**config.mk**
```make
export PLATFORM = sky130hd
export DESIGN_NAME = sync_fifo_param_flat
export DESIGN_NICKNAME = d
export VERILOG_FILES = /design/src/rtl/sync_fifo_pkg.sv /design/src/rtl/sync_fifo_param_if.sv /design/src/rtl/sync_fifo_ram.sv /design/src/rtl/sync_fifo_param.sv /design/src/flat_wrapper.sv
export SDC_FILE = /design/constraint.sdc
export NUM_CORES = 1
export LEC_CHECK = 0
export CORE_ASPECT_RATIO = 0.75
export CORE_MARGIN = 2
export CORE_UTILIZATION = 55
export CTS_CLUSTER_SIZE = 8
export DETAILED_ROUTE_END_ITERATION = 8
export PLACE_DENSITY = 0.73
export SYNTH_ARGS = -nofsm -noshare
export SYNTH_HDL_FRONTEND = slang
export SYNTH_SLANG_ARGS = --single-unit
```
**constraint.sdc**
```tcl
create_clock -name clk -period 12.2 [get_ports clk]
set_clock_uncertainty 0.05 [all_clocks]
set_input_delay 2.44 -clock clk [delete_from_list [all_inputs] [get_ports clk]]
set_output_delay 2.44 -clock clk [all_outputs]
set_load 0.01 [all_outputs]
```
**src/rtl/sync_fifo_pkg.sv**
```systemverilog
// Shared constants and sizing helpers for the parametrised synchronous FIFO.
package sync_fifo_pkg;

  localparam int DEF_DATA_WIDTH = 32;
  localparam int DEF_ADDR_WIDTH = 4;

  // Number of words addressable by an ADDR_WIDTH-bit pointer.
  function automatic int fifo_depth(input int addr_width);
    return 1 << addr_width;
  endfunction

  // Occupancy counter must represent 0..DEPTH inclusive, so one extra bit.
  function automatic int cnt_width(input int addr_width);
    return addr_width + 1;
  endfunction

endpackage

```
**src/rtl/sync_fifo_param_if.sv**
```systemverilog
// Producer/consumer bus of the synchronous FIFO.
// Optional sticky error outputs are present when SYNC_FIFO_ERR_FLAGS_EN is defined.
interface sync_fifo_param_if
  import sync_fifo_pkg::*;
#(
  parameter int DATA_WIDTH = DEF_DATA_WIDTH,
  parameter int ADDR_WIDTH = DEF_ADDR_WIDTH
);

  logic                  wr;
  logic [DATA_WIDTH-1:0] data_in;
  logic                  rd;
  logic [DATA_WIDTH-1:0] data_out;
  logic                  rd_valid;
  logic                  full;
  logic                  empty;
  logic                  almost_full;
  logic                  almost_empty;
  logic [ADDR_WIDTH:0]   fifo_cnt;
`ifdef SYNC_FIFO_ERR_FLAGS_EN
  logic                  overflow;
  logic                  underflow;
`endif

  // Side that issues requests and consumes status.
  modport master (
    output wr, data_in, rd,
    input  data_out, rd_valid, full, empty, almost_full, almost_empty, fifo_cnt
`ifdef SYNC_FIFO_ERR_FLAGS_EN
    , input overflow, underflow
`endif
  );

  // The FIFO itself.
  modport slave (
    input  wr, data_in, rd,
    output data_out, rd_valid, full, empty, almost_full, almost_empty, fifo_cnt
`ifdef SYNC_FIFO_ERR_FLAGS_EN
    , output overflow, underflow
`endif
  );

endinterface

```
**src/rtl/sync_fifo_ram.sv**
```systemverilog
// Dual-port read-first RAM: synchronous write port, registered read port.
// The read register clears on rst so the FIFO output starts at zero; the
// storage array itself is never cleared.
module sync_fifo_ram
  import sync_fifo_pkg::*;
#(
  parameter int DATA_WIDTH = DEF_DATA_WIDTH,
  parameter int ADDR_WIDTH = DEF_ADDR_WIDTH
) (
  input  logic                  clk,
  input  logic                  rst,
  input  logic                  wr_en_i,
  input  logic [ADDR_WIDTH-1:0] wr_addr_i,
  input  logic [DATA_WIDTH-1:0] wr_data_i,
  input  logic                  rd_en_i,
  input  logic [ADDR_WIDTH-1:0] rd_addr_i,
  output logic [DATA_WIDTH-1:0] rd_data_o
);

  localparam int DEPTH = fifo_depth(ADDR_WIDTH);

  logic [DATA_WIDTH-1:0] mem_q [DEPTH];
  logic [DATA_WIDTH-1:0] rd_data_q;

  // Write port: store the accepted word at the write address.
  always_ff @(posedge clk) begin
    if (wr_en_i) begin
      mem_q[wr_addr_i] <= wr_data_i;
    end
  end

  // Read port: non-blocking sampling returns the pre-write word (read-first).
  always_ff @(posedge clk) begin
    if (rst) begin
      rd_data_q <= '0;
    end else if (rd_en_i) begin
      rd_data_q <= mem_q[rd_addr_i];
    end
  end

  assign rd_data_o = rd_data_q;

endmodule

```
**src/rtl/sync_fifo_param.sv**
```systemverilog
// Parametrised single-clock FIFO with registered read, valid strobe and
// programmable almost-full/almost-empty thresholds.
// Define SYNC_FIFO_ERR_FLAGS_EN to add sticky overflow/underflow outputs.
module sync_fifo_param
  import sync_fifo_pkg::*;
#(
  parameter int DATA_WIDTH = DEF_DATA_WIDTH,
  parameter int ADDR_WIDTH = DEF_ADDR_WIDTH,
  parameter int AF_THRESH  = fifo_depth(ADDR_WIDTH) - 2,
  parameter int AE_THRESH  = 2
) (
  input logic              clk,
  input logic              rst,
  sync_fifo_param_if.slave bus
);

  localparam int DEPTH = fifo_depth(ADDR_WIDTH);
  localparam int CW    = cnt_width(ADDR_WIDTH);

  // Thresholds outside these ranges would make a flag stuck or meaningless.
  if ((AF_THRESH < 1) || (AF_THRESH > DEPTH)) begin : g_bad_af
    $error("sync_fifo_param: AF_THRESH must lie in 1..DEPTH");
  end
  if ((AE_THRESH < 0) || (AE_THRESH >= DEPTH)) begin : g_bad_ae
    $error("sync_fifo_param: AE_THRESH must lie in 0..DEPTH-1");
  end

  logic [ADDR_WIDTH-1:0] wr_ptr_q, wr_ptr_d;
  logic [ADDR_WIDTH-1:0] rd_ptr_q, rd_ptr_d;
  logic [CW-1:0]         cnt_q, cnt_d;
  logic                  rd_valid_q, rd_valid_d;
  logic                  full, empty;
  logic                  rd_acc, wr_acc;

  assign full  = (cnt_q == CW'(DEPTH));
  assign empty = (cnt_q == '0);

  // A read frees a slot in the same cycle, so a full FIFO still takes a write
  // alongside an accepted read; an empty FIFO never bypasses write data.
  assign rd_acc = bus.rd && !empty;
  assign wr_acc = bus.wr && (!full || rd_acc);

  // Next-state for pointers, occupancy and read strobe.
  always_comb begin
    wr_ptr_d   = wr_ptr_q;
    rd_ptr_d   = rd_ptr_q;
    cnt_d      = cnt_q;
    rd_valid_d = rd_acc;
    if (wr_acc) wr_ptr_d = wr_ptr_q + ADDR_WIDTH'(1);
    if (rd_acc) rd_ptr_d = rd_ptr_q + ADDR_WIDTH'(1);
    if (wr_acc && !rd_acc) begin
      cnt_d = cnt_q + CW'(1);
    end else if (rd_acc && !wr_acc) begin
      cnt_d = cnt_q - CW'(1);
    end
  end

  // Control state register.
  always_ff @(posedge clk) begin
    if (rst) begin
      wr_ptr_q   <= '0;
      rd_ptr_q   <= '0;
      cnt_q      <= '0;
      rd_valid_q <= 1'b0;
    end else begin
      wr_ptr_q   <= wr_ptr_d;
      rd_ptr_q   <= rd_ptr_d;
      cnt_q      <= cnt_d;
      rd_valid_q <= rd_valid_d;
    end
  end

  sync_fifo_ram #(
    .DATA_WIDTH (DATA_WIDTH),
    .ADDR_WIDTH (ADDR_WIDTH)
  ) u_ram (
    .clk       (clk),
    .rst       (rst),
    .wr_en_i   (wr_acc),
    .wr_addr_i (wr_ptr_q),
    .wr_data_i (bus.data_in),
    .rd_en_i   (rd_acc),
    .rd_addr_i (rd_ptr_q),
    .rd_data_o (bus.data_out)
  );

  assign bus.rd_valid     = rd_valid_q;
  assign bus.fifo_cnt     = cnt_q;
  assign bus.full         = full;
  assign bus.empty        = empty;
  assign bus.almost_full  = (cnt_q >= CW'(AF_THRESH));
  assign bus.almost_empty = (cnt_q <= CW'(AE_THRESH));

`ifdef SYNC_FIFO_ERR_FLAGS_EN
  logic ovf_q, ovf_d;
  logic unf_q, unf_d;

  // Sticky error detection: a dropped write or a read of an empty FIFO.
  always_comb begin
    ovf_d = ovf_q | (bus.wr & ~wr_acc);
    unf_d = unf_q | (bus.rd & empty);
  end

  // Error flags clear only on reset.
  always_ff @(posedge clk) begin
    if (rst) begin
      ovf_q <= 1'b0;
      unf_q <= 1'b0;
    end else begin
      ovf_q <= ovf_d;
      unf_q <= unf_d;
    end
  end

  assign bus.overflow  = ovf_q;
  assign bus.underflow = unf_q;
`endif

endmodule

```
**src/flat_wrapper.sv**
```systemverilog
// flat-port wrapper written by rule: the top's interface ports become plain ports
module sync_fifo_param_flat import sync_fifo_pkg::*;
#(
  parameter int DATA_WIDTH = DEF_DATA_WIDTH,
  parameter int ADDR_WIDTH = DEF_ADDR_WIDTH,
  parameter int AF_THRESH  = fifo_depth(ADDR_WIDTH) - 2,
  parameter int AE_THRESH  = 2
)
  (clk, rst, bus_wr, bus_data_in, bus_rd, bus_data_out, bus_rd_valid, bus_full, bus_empty, bus_almost_full, bus_almost_empty, bus_fifo_cnt);
  sync_fifo_param_if #(.DATA_WIDTH(DATA_WIDTH), .ADDR_WIDTH(ADDR_WIDTH)) bus_i ();
  input logic clk;
  input logic rst;
  input wire logic [$bits(bus_i.wr)-1:0] bus_wr;
  input wire logic [$bits(bus_i.data_in)-1:0] bus_data_in;
  input wire logic [$bits(bus_i.rd)-1:0] bus_rd;
  output wire logic [$bits(bus_i.data_out)-1:0] bus_data_out;
  output wire logic [$bits(bus_i.rd_valid)-1:0] bus_rd_valid;
  output wire logic [$bits(bus_i.full)-1:0] bus_full;
  output wire logic [$bits(bus_i.empty)-1:0] bus_empty;
  output wire logic [$bits(bus_i.almost_full)-1:0] bus_almost_full;
  output wire logic [$bits(bus_i.almost_empty)-1:0] bus_almost_empty;
  output wire logic [$bits(bus_i.fifo_cnt)-1:0] bus_fifo_cnt;
  assign bus_i.wr = bus_wr;
  assign bus_i.data_in = bus_data_in;
  assign bus_i.rd = bus_rd;
  assign bus_data_out = bus_i.data_out;
  assign bus_rd_valid = bus_i.rd_valid;
  assign bus_full = bus_i.full;
  assign bus_empty = bus_i.empty;
  assign bus_almost_full = bus_i.almost_full;
  assign bus_almost_empty = bus_i.almost_empty;
  assign bus_fifo_cnt = bus_i.fifo_cnt;
  sync_fifo_param #(.DATA_WIDTH(DATA_WIDTH), .ADDR_WIDTH(ADDR_WIDTH), .AF_THRESH(AF_THRESH), .AE_THRESH(AE_THRESH)) u_core (.clk(clk), .rst(rst), .bus(bus_i));
endmodule
```
==> impl_metrics.toml <==
[clocking]
cts_tree = "yes"
post_cts_buffers = 0
cts.root.buffer_cell = "clkbuf_16"
cts_buffer_depth = 3
hold_buffers = 0
clkLatencyLatePin_ns = 0.59
ctsResizeCount = 0
htreeDepth = 3
cts_made_buffers = 79
cts.sinks = 558
clkTransAtPathRegs_ns = 0.05

[power]
leakage_uw = 0.00772
p_clk_share_pct = 38.6
ir_worst_vdd_v = 0.000145
p_int_uw = 3940
swShare_pct = 24.3
seqPwrFrac_pct = 43.4
p_sw_uw = 1270
p_per_area_nw_per_um2 = 209
p_comb_share_pct = 18.0

[worst_hold_path]
whs_path_depth = 2
holdPathEnd = "u_core.u_ram.rd_data_o[31]"
hold_start = "u_core.u_ram.rd_data_o[31]"
hold_path.class = "flip-flop to flip-flop"

[setup_path]
cp_max_fo = 7
crit_type = "flip-flop to primary output"
start_kind = "flip-flop"
r2r_end = "u_core.bus.fifo_cnt[4]"
critPathArrivalTime_ns = 2.20
rr_worst_depth = 9
reg2reg_from = "u_core.bus.fifo_cnt[1]"
required_ns = 9.71
r2r_setup_slack_ns = 9.04
end_kind = "primary output"

[yosys]
synth.distinct_cells = 38
yosys_warnings = 0
yosysTopAreaCell = "edfxtp_1"
synth_top_area_share_pct = 72.6
syn_avg_cell_area_sq_um = 22.0
syn_area_sq_um = 21200
async_flop_share_pct = 0
yosys-top-cells-area = "edfxtp_1 (73%), mux4_2 (14%), dfxtp_1 (4.3%)"
seq_area_frac_synth_pct = 77.0
syn_inst = 961
ys_ff_latch = 558
synth_edf_count = 512
synth_nets = 1007
synth_flop_cell = "edfxtp_1"

[place]
routabilityCongestion = 0.770
pre_cts_slack_ns = 7.08
dp_hpwl_microns = 21800
port_buffers = 77

[sta]
setup_viol = 0
fmax_mhz = 213
layout_min_cycle_time_ns = 4.69
setup-tns-final_ns = 0
slew_headroom_pct = 16.4
final.setup.worst_slack_ns = 7.51
drv_slew = 0
post-route-period-util_pct = 38.4
rsz0062_at_grt = "false"
tightest_slew_ns = 1.25
hold_viol_final = 0

[die]
io_pins = 78
die_y_microns = 174
dieArea_sq_um = 40100
die_x_microns = 231
initial_core_util_pct = 55.6
num_rows = 62
core_area_sq_um = 38100

[flow_run]
maxCapViolCount = 0

[global_route]
grt_max_degree = 110
grt_antenna_before_repair = 0
grt_use_total_pct = 22.1
grt_pass1_vias = 10400
grt_pass1_wl_microns = 64800
gr-total-overflow = 0

[layout]
utilization_pct = 65.3
area_delta_synth_final_pct = 17.6
n_antenna_cell = 0
register_area_sq_um = 16300
fin_nets = 1133
fill_cells = 2406
drive_gt1_share_pct = 25.6
multi_input_area_sq_um = 4660

[routing]
first_iter_violations = 912
wl_microns = 42600
drc = 0
firstDrtPassIters = 5
via_count = 10000
avgRoutedWirePerCell_microns = 25.6
vias_per_cell = 6.01
final_antenna_net_count = 0

[run_status]
status = "finished clean"
synthesized netlist by cell type (2+ instances only):
cell,count
mux4_2,128
a22oi_1,31
ha_1,9
xor2_1,6
mux2_2,33
buf_1,7
nor2_1,32
edfxtp_1,512
xnor2_1,3
inv_1,7
a21oi_1,6
buf_6,7
clkbuf_1,14
mux2i_1,34
o21ai_1,31
nor3_1,4
dfxtp_1,46
buf_4,10
nand4_1,2
nand2_1,8
clkbuf_2,4
buf_2,9
nand2_2,2
nand2b_1,2
logic make-up (layout without fill, tap and decap cells):
kind of cell    Yosys count  count (layout)  synth area share (%)
flops                   558             558                  77.0
mux                     195             195                  17.0
compound gates           75              75                  2.29
buf+inv                  59             249                  1.57
simple gates             55              55                  1.19
fa+ha+maj                10              10                 0.626
xor+xnor                  9               9                 0.372
how the worst max path moves through the flow:
stage                           start                       end  cells past startpoint
6_report       u_core.bus.fifo_cnt[1]                  bus_full                      3
2_1_floorplan                  bus_rd  u_core.u_ram.mem_q[0][0]                      4
4_1_cts        u_core.bus.fifo_cnt[0]                  bus_full                      3
3_5_place_dp                   bus_rd    u_core.bus.fifo_cnt[4]                      9
5_1_grt        u_core.bus.fifo_cnt[0]                  bus_full                      3
3_3_place_gp                   bus_rd    u_core.bus.fifo_cnt[4]                      9
layout by cell type, fill, tap and decap left out, types with 2 or more instances in the layout:
cell type	count
nand4_1	2
nor2_4	13
edfxtp_1	512
clkdlybuf4s50_1	77
nand2b_1	2
buf_4	18
o21ai_1	31
inv_6	3
mux2_2	33
dfxtp_4	3
xor2_1	6
mux4_2	128
nand2_1	8
clkbuf_16	82
mux2i_1	34
a21oi_1	6
dfxtp_1	43
ha_1	9
xnor2_1	3
clkbuf_1	59
nand2_2	2
nor3_2	4
a22oi_1	31
nor2_1	20
inv_1	7
state kept, by name, indices dropped and copies added (netlist names):
| name | flops |
|---|---|
| u_core.bus.rd_valid | 1 |
| u_core.bus.fifo_cnt | 5 |
| u_core.u_ram.mem_q | 512 |
| u_core.rd_ptr_q | 4 |
| u_core.wr_ptr_q | 4 |
| u_core.u_ram.rd_data_o | 32 |
critical path, cell delays in order (launching register included):
cell	delay (ns)
dfxtp_1	0.38
or4_4	0.57
nor2_1	0.11
clkdlybuf4s50_1	0.55
power by group through the flow:
stage	Clock, uW	Combinational (uW)	Sequential, uW
final	2010	939	2260
after global routing	2130	1020	2270
after CTS	2040	956	2260
after detailed placement	0	949	2300
after global placement	0	936	2290
after floorplan	0	697	2270
through the flow:
| stage | power [uW] | cells | hold slack [ns] | instance area, sq um |
|---|---|---|---|---|
| 6_report | 5210 | 1663 | 0.436 | 24900 |
| 5_1_grt | 5420 | 1663 | 0.470 | 24900 |
| 4_1_cts | 5260 | 1663 | 0.440 | 24900 |
| 3_5_place_dp | 3250 | 1518 | 0.429 | 22600 |
| 3_3_place_gp | 3230 | 1518 | 0.426 | 22600 |
| 2_1_floorplan | 2960 | 961 | 0.473 | 21200 |
routing by layer:
metal	vias up	global-route usage (%)	routed length [microns]
li1	4279	-	-
met3	94	4.97	2780
met4	0	8.58	1280
met1	5228	31.5	18300
met2	401	33.8	20300
met5	-	0	0
final cells by class:
type                    instances  area share (%)
clock inverters                 3           0.136
well taps                     512            2.57
repair buffers                 96            3.72
clock buffers                 142            9.19
inverters                       8           0.141
flip-flops and latches        558            65.5
multi-input cells             344            18.7
Note: power is estimated with default switching activity, not from simulation.
